--- config.mk ---
export PLATFORM = sky130hd
export DESIGN_NAME = ula_seq_ctrl
export DESIGN_NICKNAME = d
export VERILOG_FILES = /design/src/rtl/ula_seq_ctrl.sv
export SDC_FILE = /design/constraint.sdc
export NUM_CORES = 1
export LEC_CHECK = 0
export ABC_AREA = 1
export CORE_UTILIZATION = 33
export CTS_CLUSTER_SIZE = 14
export DETAILED_ROUTE_END_ITERATION = 16
export PLACE_DENSITY = 0.75
export SLEW_MARGIN = 5
export SYNTH_ARGS = -nofsm -noshare
export SYNTH_HDL_FRONTEND = slang
export SYNTH_SLANG_ARGS = --single-unit
--- constraint.sdc ---
create_clock -name clk -period 1 [get_ports clk]
set_clock_uncertainty 0.1 [all_clocks]
set_input_delay 0.1 -clock clk [delete_from_list [all_inputs] [get_ports clk]]
set_output_delay 0.1 -clock clk [all_outputs]
set_load 0.005 [all_outputs]
--- src/rtl/ula_seq_ctrl.sv ---
`default_nettype none
// ============================================================================
// Module   : ula_seq_ctrl
// Purpose  : Multicycle sequencer for the W-bit ULA datapath (adder/subtractor
//            and 4:1 output mux). Accepts one valid/ready command at a time
//            and runs it through an IDLE -> EXEC -> DONE sequence. It owns
//            the accumulator and the carry flag. The ULA is a separate
//            combinational instance: this block drives a/b/subtrai/s and
//            samples fi/cout.
// Ports    : clk, rst        - clock (rising edge), synchronous active-high reset
//            cmd_valid/ready - command handshake (ready only in IDLE)
//            cmd_op          - 000 NOP, 001 LDA, 010 ADD, 011 SUB, 100 PASS,
//                              101..111 illegal
//            cmd_data        - operand
//            alu_a/b/sub/sel - drive to the ULA (a, b, subtrai, s)
//            alu_f/alu_cout  - result and carry from the ULA
//            acc, flag_c     - accumulator and carry of the last ADD/SUB
//            flag_n, flag_z  - sign and zero of acc (combinational)
//            res_valid, err  - completion pulse; err marks an illegal opcode
// Revision : 1.0 - initial release
// ============================================================================
module ula_seq_ctrl #(
  parameter int W = 3
) (
  input  logic         clk,
  input  logic         rst,
  input  logic         cmd_valid,
  output logic         cmd_ready,
  input  logic [2:0]   cmd_op,
  input  logic [W-1:0] cmd_data,
  output logic [W-1:0] alu_a,
  output logic [W-1:0] alu_b,
  output logic         alu_sub,
  output logic [1:0]   alu_sel,
  input  logic [W-1:0] alu_f,
  input  logic         alu_cout,
  output logic [W-1:0] acc,
  output logic         flag_c,
  output logic         flag_n,
  output logic         flag_z,
  output logic         res_valid,
  output logic         err
);

  typedef enum logic [1:0] {
    S_IDLE = 2'd0,
    S_EXEC = 2'd1,
    S_DONE = 2'd2
  } state_t;

  localparam logic [2:0] C_OP_NOP  = 3'b000;
  localparam logic [2:0] C_OP_LDA  = 3'b001;
  localparam logic [2:0] C_OP_ADD  = 3'b010;
  localparam logic [2:0] C_OP_SUB  = 3'b011;
  localparam logic [2:0] C_OP_PASS = 3'b100;

  localparam logic [1:0] C_SEL_A   = 2'b00;
  localparam logic [1:0] C_SEL_B   = 2'b01;
  localparam logic [1:0] C_SEL_SUM = 2'b10;

  state_t       r_state;
  state_t       w_state_nxt;
  logic [2:0]   r_op;
  logic [W-1:0] r_opnd;
  logic [W-1:0] r_acc;
  logic         r_flag_c;

  logic         w_accept;
  logic         w_wb_acc;
  logic         w_wb_c;
  logic         w_illegal;

  assign w_illegal = (r_op > C_OP_PASS);

  // ---------------------------------------------------------------------------
  // State register and datapath registers. Reset has priority over everything,
  // so a command in flight is dropped without write-back and a command offered
  // in the reset cycle is not latched.
  // ---------------------------------------------------------------------------
  always_ff @(posedge clk) begin
    if (rst) begin
      r_state  <= S_IDLE;
      r_op     <= C_OP_NOP;
      r_opnd   <= '0;
      r_acc    <= '0;
      r_flag_c <= 1'b0;
    end else begin
      r_state <= w_state_nxt;
      if (w_accept) begin
        r_op   <= cmd_op;
        r_opnd <= cmd_data;
      end
      if (w_wb_acc) begin
        r_acc <= alu_f;
      end
      if (w_wb_c) begin
        r_flag_c <= alu_cout;
      end
    end
  end

  // ---------------------------------------------------------------------------
  // Next state, ULA drive and handshake outputs. The ULA sees a quiet
  // (a=acc, b=0, pass-a) configuration in every state except EXEC.
  // ---------------------------------------------------------------------------
  always_comb begin
    w_state_nxt = r_state;
    w_accept    = 1'b0;
    w_wb_acc    = 1'b0;
    w_wb_c      = 1'b0;
    cmd_ready   = 1'b0;
    alu_b       = '0;
    alu_sub     = 1'b0;
    alu_sel     = C_SEL_A;
    res_valid   = 1'b0;
    err         = 1'b0;

    unique case (r_state)
      S_IDLE: begin
        cmd_ready = 1'b1;
        if (cmd_valid) begin
          w_accept    = 1'b1;
          w_state_nxt = S_EXEC;
        end
      end

      S_EXEC: begin
        alu_b       = r_opnd;
        w_state_nxt = S_DONE;
        case (r_op)
          C_OP_LDA: begin
            alu_sel  = C_SEL_B;
            w_wb_acc = 1'b1;
          end
          C_OP_ADD: begin
            alu_sel  = C_SEL_SUM;
            w_wb_acc = 1'b1;
            w_wb_c   = 1'b1;
          end
          C_OP_SUB: begin
            alu_sel  = C_SEL_SUM;
            alu_sub  = 1'b1;
            w_wb_acc = 1'b1;
            w_wb_c   = 1'b1;
          end
          C_OP_PASS: begin
            alu_sel  = C_SEL_A;
            w_wb_acc = 1'b1;
          end
          default: begin
            // NOP and illegal opcodes leave acc and flag_c untouched.
            alu_sel = C_SEL_A;
          end
        endcase
      end

      S_DONE: begin
        res_valid   = 1'b1;
        err         = w_illegal;
        w_state_nxt = S_IDLE;
      end

      default: begin
        w_state_nxt = S_IDLE;
      end
    endcase
  end

  assign alu_a  = r_acc;
  assign acc    = r_acc;
  assign flag_c = r_flag_c;
  assign flag_n = r_acc[W-1];
  assign flag_z = (r_acc == '0);

endmodule
`default_nettype wire

==> impl_metrics.toml, run 1 <==
[status]
status = "finished with violations"
violations = "design-rule violations, negative setup slack"

[clock_network]
cts_buffers = 3
max-clock-path-buffers = 2
clock_sinks = 12
cts.htree.levels = 1
clkTransAtPathRegs_ns = 0.08
clockRootBuffer = "clkbuf_4"
clkLatencyLatePin_ns = 0.27
hold_buffers = 0
cts_tree = "built"

[placed_design]
gp_congestion = 0.731
portBuffers = 30
placed_cell_area_um2 = 968
place_ws_ns = -0.409
place_inst = 133
place_hpwl_um = 1040

[worst_setup_path]
crit_family = "flip-flops"
path_class = "flip-flop to output port"
cp-start-kind = "flip-flop"
required_ns = 0.80
worstReg2RegEnd = "r_op[2]$_SDFFE_PP0P_"
rr_worst_depth = 5
worst_setup_path_end_kind = "output port"
critPathSlowestCell = "dfxtp_2"
crit_top_cell = "inv_4"
r2r_setup_slack_ns = -0.15
r2r-start = "r_state[0]$_SDFFE_PP0P_"
critPathBufInv = 3
critPathMaxStageDelay_ns = 0.35
arrival_ns = 1.10
crit_path_max_fanout = 3
path_cells = "inv_4 > nand2_4 > inv_4 > nand3_4 > nor2_2 > buf_2"

[floorplanning]
die_w_um = 44.1
initial_utilization = 0.371
die_h_um = 44.1
ios = 31
core_area_um2 = 1580
die_area_um2 = 1950
num_rows = 14

[yosys]
synth_nets = 95
synthCells = 82
synth_cell_type_count = 19
synthesis.area_um2 = 586
seq_area_frac_synth = 0.410
syn_avg_cell_area_um2 = 7.14
ys_ff_latch = 12
yosysWarnings = 0

[global_routing]
grt_pass1_vias = 685
grt_pass1_wl_um = 2900
grt-ovfl-total = 0
groute.usage.overall = 0.201
antenna_found_initial = 0
grt_max_degree = 10

[sta]
maxSlewHeadroom = 0.738
maxSlewViolCount = 0
whs_ns = 0.309
fin_crit_sh = 1.30
timing.fmax_mhz = 768
setup_viol = 26
rsz0062_at_grt = "true"
worstMarginPinSlew_ns = 0.393
finalCriticalPeriod_ns = 1.30
layout_setup_ws_ns = -0.303
hold_viol = 0

[job]
cap_violations = 0

[finish]
final_cell_mix = "inv_1 (14), buf_6 (13), clkdlybuf4s50_1 (12)"
final_nets = 141
layout_commonest_cell = "inv_1"
drive_gt1_frac = 0.627
syn2layout_area_growth_pct = 103
design_area_um2 = 1190
antenna_cells = 0
fin_cells = 142

[hold_path]
worst_hold_path.endpoint = "r_op[1]$_SDFFE_PP0P_"
whs_path_depth = 3
min_from = "cmd_op[1]"
hp-class = "primary input to flip-flop"

[drt]
ant_nets = 0
drc = 1
vias_per_cell = 4.76
drt_iter0_markers = 8
vias = 676
dr.pass1.iters = 11
wl_per_cell_um = 12.0
wl_um = 1700

[power]
powerDensity_nw_per_um2 = 1040
ir_drop_v = 0.000847
p_total_w = 0.00124
p_leak_nw = 0.528
==> cells by family (layout without fill, tap and decap cells) <==
| family | after synthesis | after routing | synth area share |
|---|---|---|---|
| buffers and inverters | 24 | 67 | 0.199 |
| AO/OA/AOI/OAI | 13 | 13 | 0.118 |
| AND/OR/NAND/NOR | 33 | 34 | 0.274 |
| flip-flops | 12 | 12 | 0.410 |
==> state kept, by name, indices dropped and copies added (netlist names) <==
register / cells
flag_c: 1
r_state: 2
r_op: 3
r_opnd: 3
acc: 3
==> worst max path at each step <==
| stage | start | end | slack (ns) | depth (start not counted) |
|---|---|---|---|---|
| 2_1_floorplan | r_state[0]$_SDFFE_PP0P_ | r_op[0]$_SDFFE_PP0P_ | -0.03 | 5 |
| 3_3_place_gp | r_op[1]$_SDFFE_PP0P_ | err | -0.39 | 3 |
| 3_5_place_dp | r_op[1]$_SDFFE_PP0P_ | err | -0.41 | 3 |
| 4_1_cts | r_state[1]$_SDFFE_PP0P_ | alu_sub | -0.31 | 6 |
| 5_1_grt | r_state[1]$_SDFFE_PP0P_ | alu_sub | -0.36 | 6 |
| 6_report | r_state[1]$_SDFFE_PP0P_ | alu_sub | -0.30 | 6 |
==> routing by layer <==
layer	routed length, um	global-route usage	part of all wire
met1	624	0.204	0.37
met2	997	0.397	0.59
met3	78	0.0286	0.046
met4	4	0.0909	0.0023
met5	0	0	0
==> tightest hold or removal path: cells and delay by family <==
kind	cells	cell delay (ns)
and+or+nand+nor	1	0.08
buffers and inverters	1	0.41
AOI/OAI and AO/OA	1	0.05
==> power breakdown <==
group | switching, W | leakage [nW] | internal [W]
clock network | 0.000157 | 0.0138 | 0.000139
logic | 0.000188 | 0.410 | 0.000214
registers | 0.0000353 | 0.104 | 0.000509
total | 0.000380 | 0.528 | 0.000862
==> what timing repair did <==
action,CTS,global route
pin swaps,13,5
resized for setup,116,16
setup endpoints to repair,29,28
cloned,1,0
buffers inserted,7,2
==> per-stage QoR <==
stage,utilization,setup TNS (ns)
after detailed placement,0.614,-5.55
after global placement,0.614,-5.15
after floorplan,-,-0.0728
after CTS,0.728,-3.68
after global routing,0.756,-5.28
final,0.756,-4.04
==> cell usage after synthesis (all sizes together) <==
cell type / n / area, um^2
nor2: 14 / 55.1
o21ai: 7 / 38.8
clkinv: 1 / 5.00
nand4: 3 / 18.8
nand2: 10 / 45.1
inv: 17 / 66.3
a21oi: 6 / 30.0
buf: 6 / 45.0
nor4: 1 / 6.26
nor3: 2 / 10.0
dfxtp: 12 / 240
nand3: 3 / 25.0
==> area by class of cell <==
| cell class | instances | area (um^2) |
|---|---|---|
| repair buffers | 46 | 413 |
| multi-input cells | 47 | 398 |
| fillers | 113 | 385 |
| flip-flops and latches | 12 | 264 |
| inverters | 18 | 73.8 |
| clock buffers | 3 | 22.5 |
| well taps | 16 | 20.0 |
No activity file was read; power rests on OpenSTA's default activity.
==> run 2: changes to the inputs <==
Settings changed: CORE_AREA from default to 2 2 39 41, CORE_UTILIZATION 33 to default, DIE_AREA from default to 0 0 41 43, DONT_BUFFER_PORTS from default to 1, PLACE_DENSITY 0.75 to 0.64, SKIP_CTS_REPAIR_TIMING from default to 1.
==> impl_metrics.toml, run 2 (synthesis results as in run 1) <==
[clock_network]
clock_sinks = 12
max-clock-path-buffers = 2
cts.htree.levels = 1
clkTransAtPathRegs_ns = 0.07
cts_buffers = 3
clkLatencyLatePin_ns = 0.27
cts_tree = "built"
clockRootBuffer = "clkbuf_4"

[sta]
layout_setup_ws_ns = -0.280
fin_crit_sh = 1.28
timing.fmax_mhz = 781
whs_ns = -0.0191
maxSlewViolCount = 0
rsz0062_at_grt = "true"
maxSlewHeadroom = 0.742
worstMarginPinSlew_ns = 0.387
setup_viol = 20
finalCriticalPeriod_ns = 1.28
hold_viol = 3

[worst_setup_path]
cp-start-kind = "flip-flop"
startpoint = "r_state[1]$_SDFFE_PP0P_"
path_class = "flip-flop to output port"
r2r-start = "r_state[1]$_SDFFE_PP0P_"
rr_worst_depth = 8
required_ns = 0.80
worst_setup_path_end_kind = "output port"
r2r_setup_slack_ns = -0.14
setup.worst_path.end = "alu_sel[1]"
worstReg2RegEnd = "acc[1]$_SDFFE_PP0P_"
crit_path_max_fanout = 4
arrival_ns = 1.08

[finish]
antenna_cells = 0
drive_gt1_frac = 0.510
layout_commonest_cell = "inv_1"
final_nets = 115
design_area_um2 = 910
fillers = 113
final_cell_mix = "inv_1 (14), dlygate4sd3_1 (9), nor2_1 (8)"
syn2layout_area_growth_pct = 55.3

[drt]
ant_nets = 0
wl_um = 1420
drc = 0
drt_iter0_markers = 8
vias_per_cell = 5.02
wl_per_cell_um = 12.2
vias = 582
dr.pass1.iters = 4

[global_routing]
grt_pass1_vias = 457
met2_usage = 0.241
top_usage_layer = "met2"
grt-ovfl-total = 0
grt_max_degree = 13
antenna_found_initial = 0
grt_pass1_wl_um = 1880
gr-usage-met3 = 0.0471
use_met1 = 0.190
groute.usage.overall = 0.157

[placed_design]
place_hpwl_um = 846
gp_congestion = 0.722
placed_cell_area_um2 = 641
portBuffers = 0

[floorplanning]
die_w_um = 41
die_h_um = 43
core_area_um2 = 1380
ios = 31
die_area_um2 = 1760
initial_utilization = 0.423
num_rows = 14

[power]
p_leak_nw = 0.381
ir_drop_v = 0.000916
p_total_w = 0.00110
powerDensity_nw_per_um2 = 1210

[status]
status = "finished with violations"
violations = "negative hold slack, negative setup slack"

[job]
cap_violations = 0

[hold_path]
hp-class = "primary input to flip-flop"
run 2: cell count changes in the layout (fill, tap and decap cells not counted), moves of 2 or more:
cell,delta
buf_6,-8
buf_2,-9
dfxtp_2,+2
dfxtp_4,-3
a21oi_2,-5
nand2_2,+3
dlygate4sd3_1,+9
inv_4,-2
buf_4,-3
a21oi_1,+5
clkdlybuf4s50_1,-12
run 2: final cells by class:
cell class              instances  area (um^2)  area share
flip-flops and latches         12          255       0.281
multi-input cells              47          347       0.381
inverters                      18         73.8      0.0812
well taps                      16         20.0      0.0220
clock buffers                   3         22.5      0.0248
repair buffers                 20          191       0.210
run 2: power breakdown:
group	switching (W)	internal (W)	leakage (nW)
logic	0.000140	0.000122	0.265
clock network	0.000154	0.000139	0.0138
registers	0.0000355	0.000512	0.102
total	0.000330	0.000773	0.381
run 2: worst min-delay path by stage:
stage	from	cells past startpoint	end
5_1_grt	alu_f[2]	4	acc[2]$_SDFFE_PP0P_
2_1_floorplan	rst	1	r_state[0]$_SDFFE_PP0P_
3_5_place_dp	rst	1	r_state[1]$_SDFFE_PP0P_
6_report	alu_f[0]	4	acc[0]$_SDFFE_PP0P_
3_3_place_gp	rst	1	r_state[0]$_SDFFE_PP0P_
4_1_cts	rst	1	r_state[0]$_SDFFE_PP0P_
run 2: layer usage:
layer	vias to the layer above	share of wire
li1	288	-
met1	273	0.38
met2	19	0.55
met3	2	0.059
met4	0	0.0071
met5	-	0
run 2: worst max-delay path, cell delays in order (launching register included):
cell,delay (ns)
dfxtp_2,0.35
inv_2,0.06
nand2_4,0.09
inv_6,0.05
nand3_4,0.07
clkinv_2,0.06
buf_4,0.13
run 2: stage by stage:
step / util / setup TNS (ns) / hold slack (ns) / std cells / worst slack, ns
after CTS: 0.479 / -2.73 / -0.220 / 104 / -0.355
after global routing: 0.657 / -3.91 / 0.00948 / 116 / -0.334
after detailed placement: 0.463 / -0.481 / 0.0676 / 101 / -0.0727
final: 0.657 / -2.75 / -0.0191 / 116 / -0.280
after global placement: 0.463 / -0.258 / 0.0665 / 101 / -0.0584
after floorplan: - / -0.0728 / 0.0650 / 82 / -0.0250
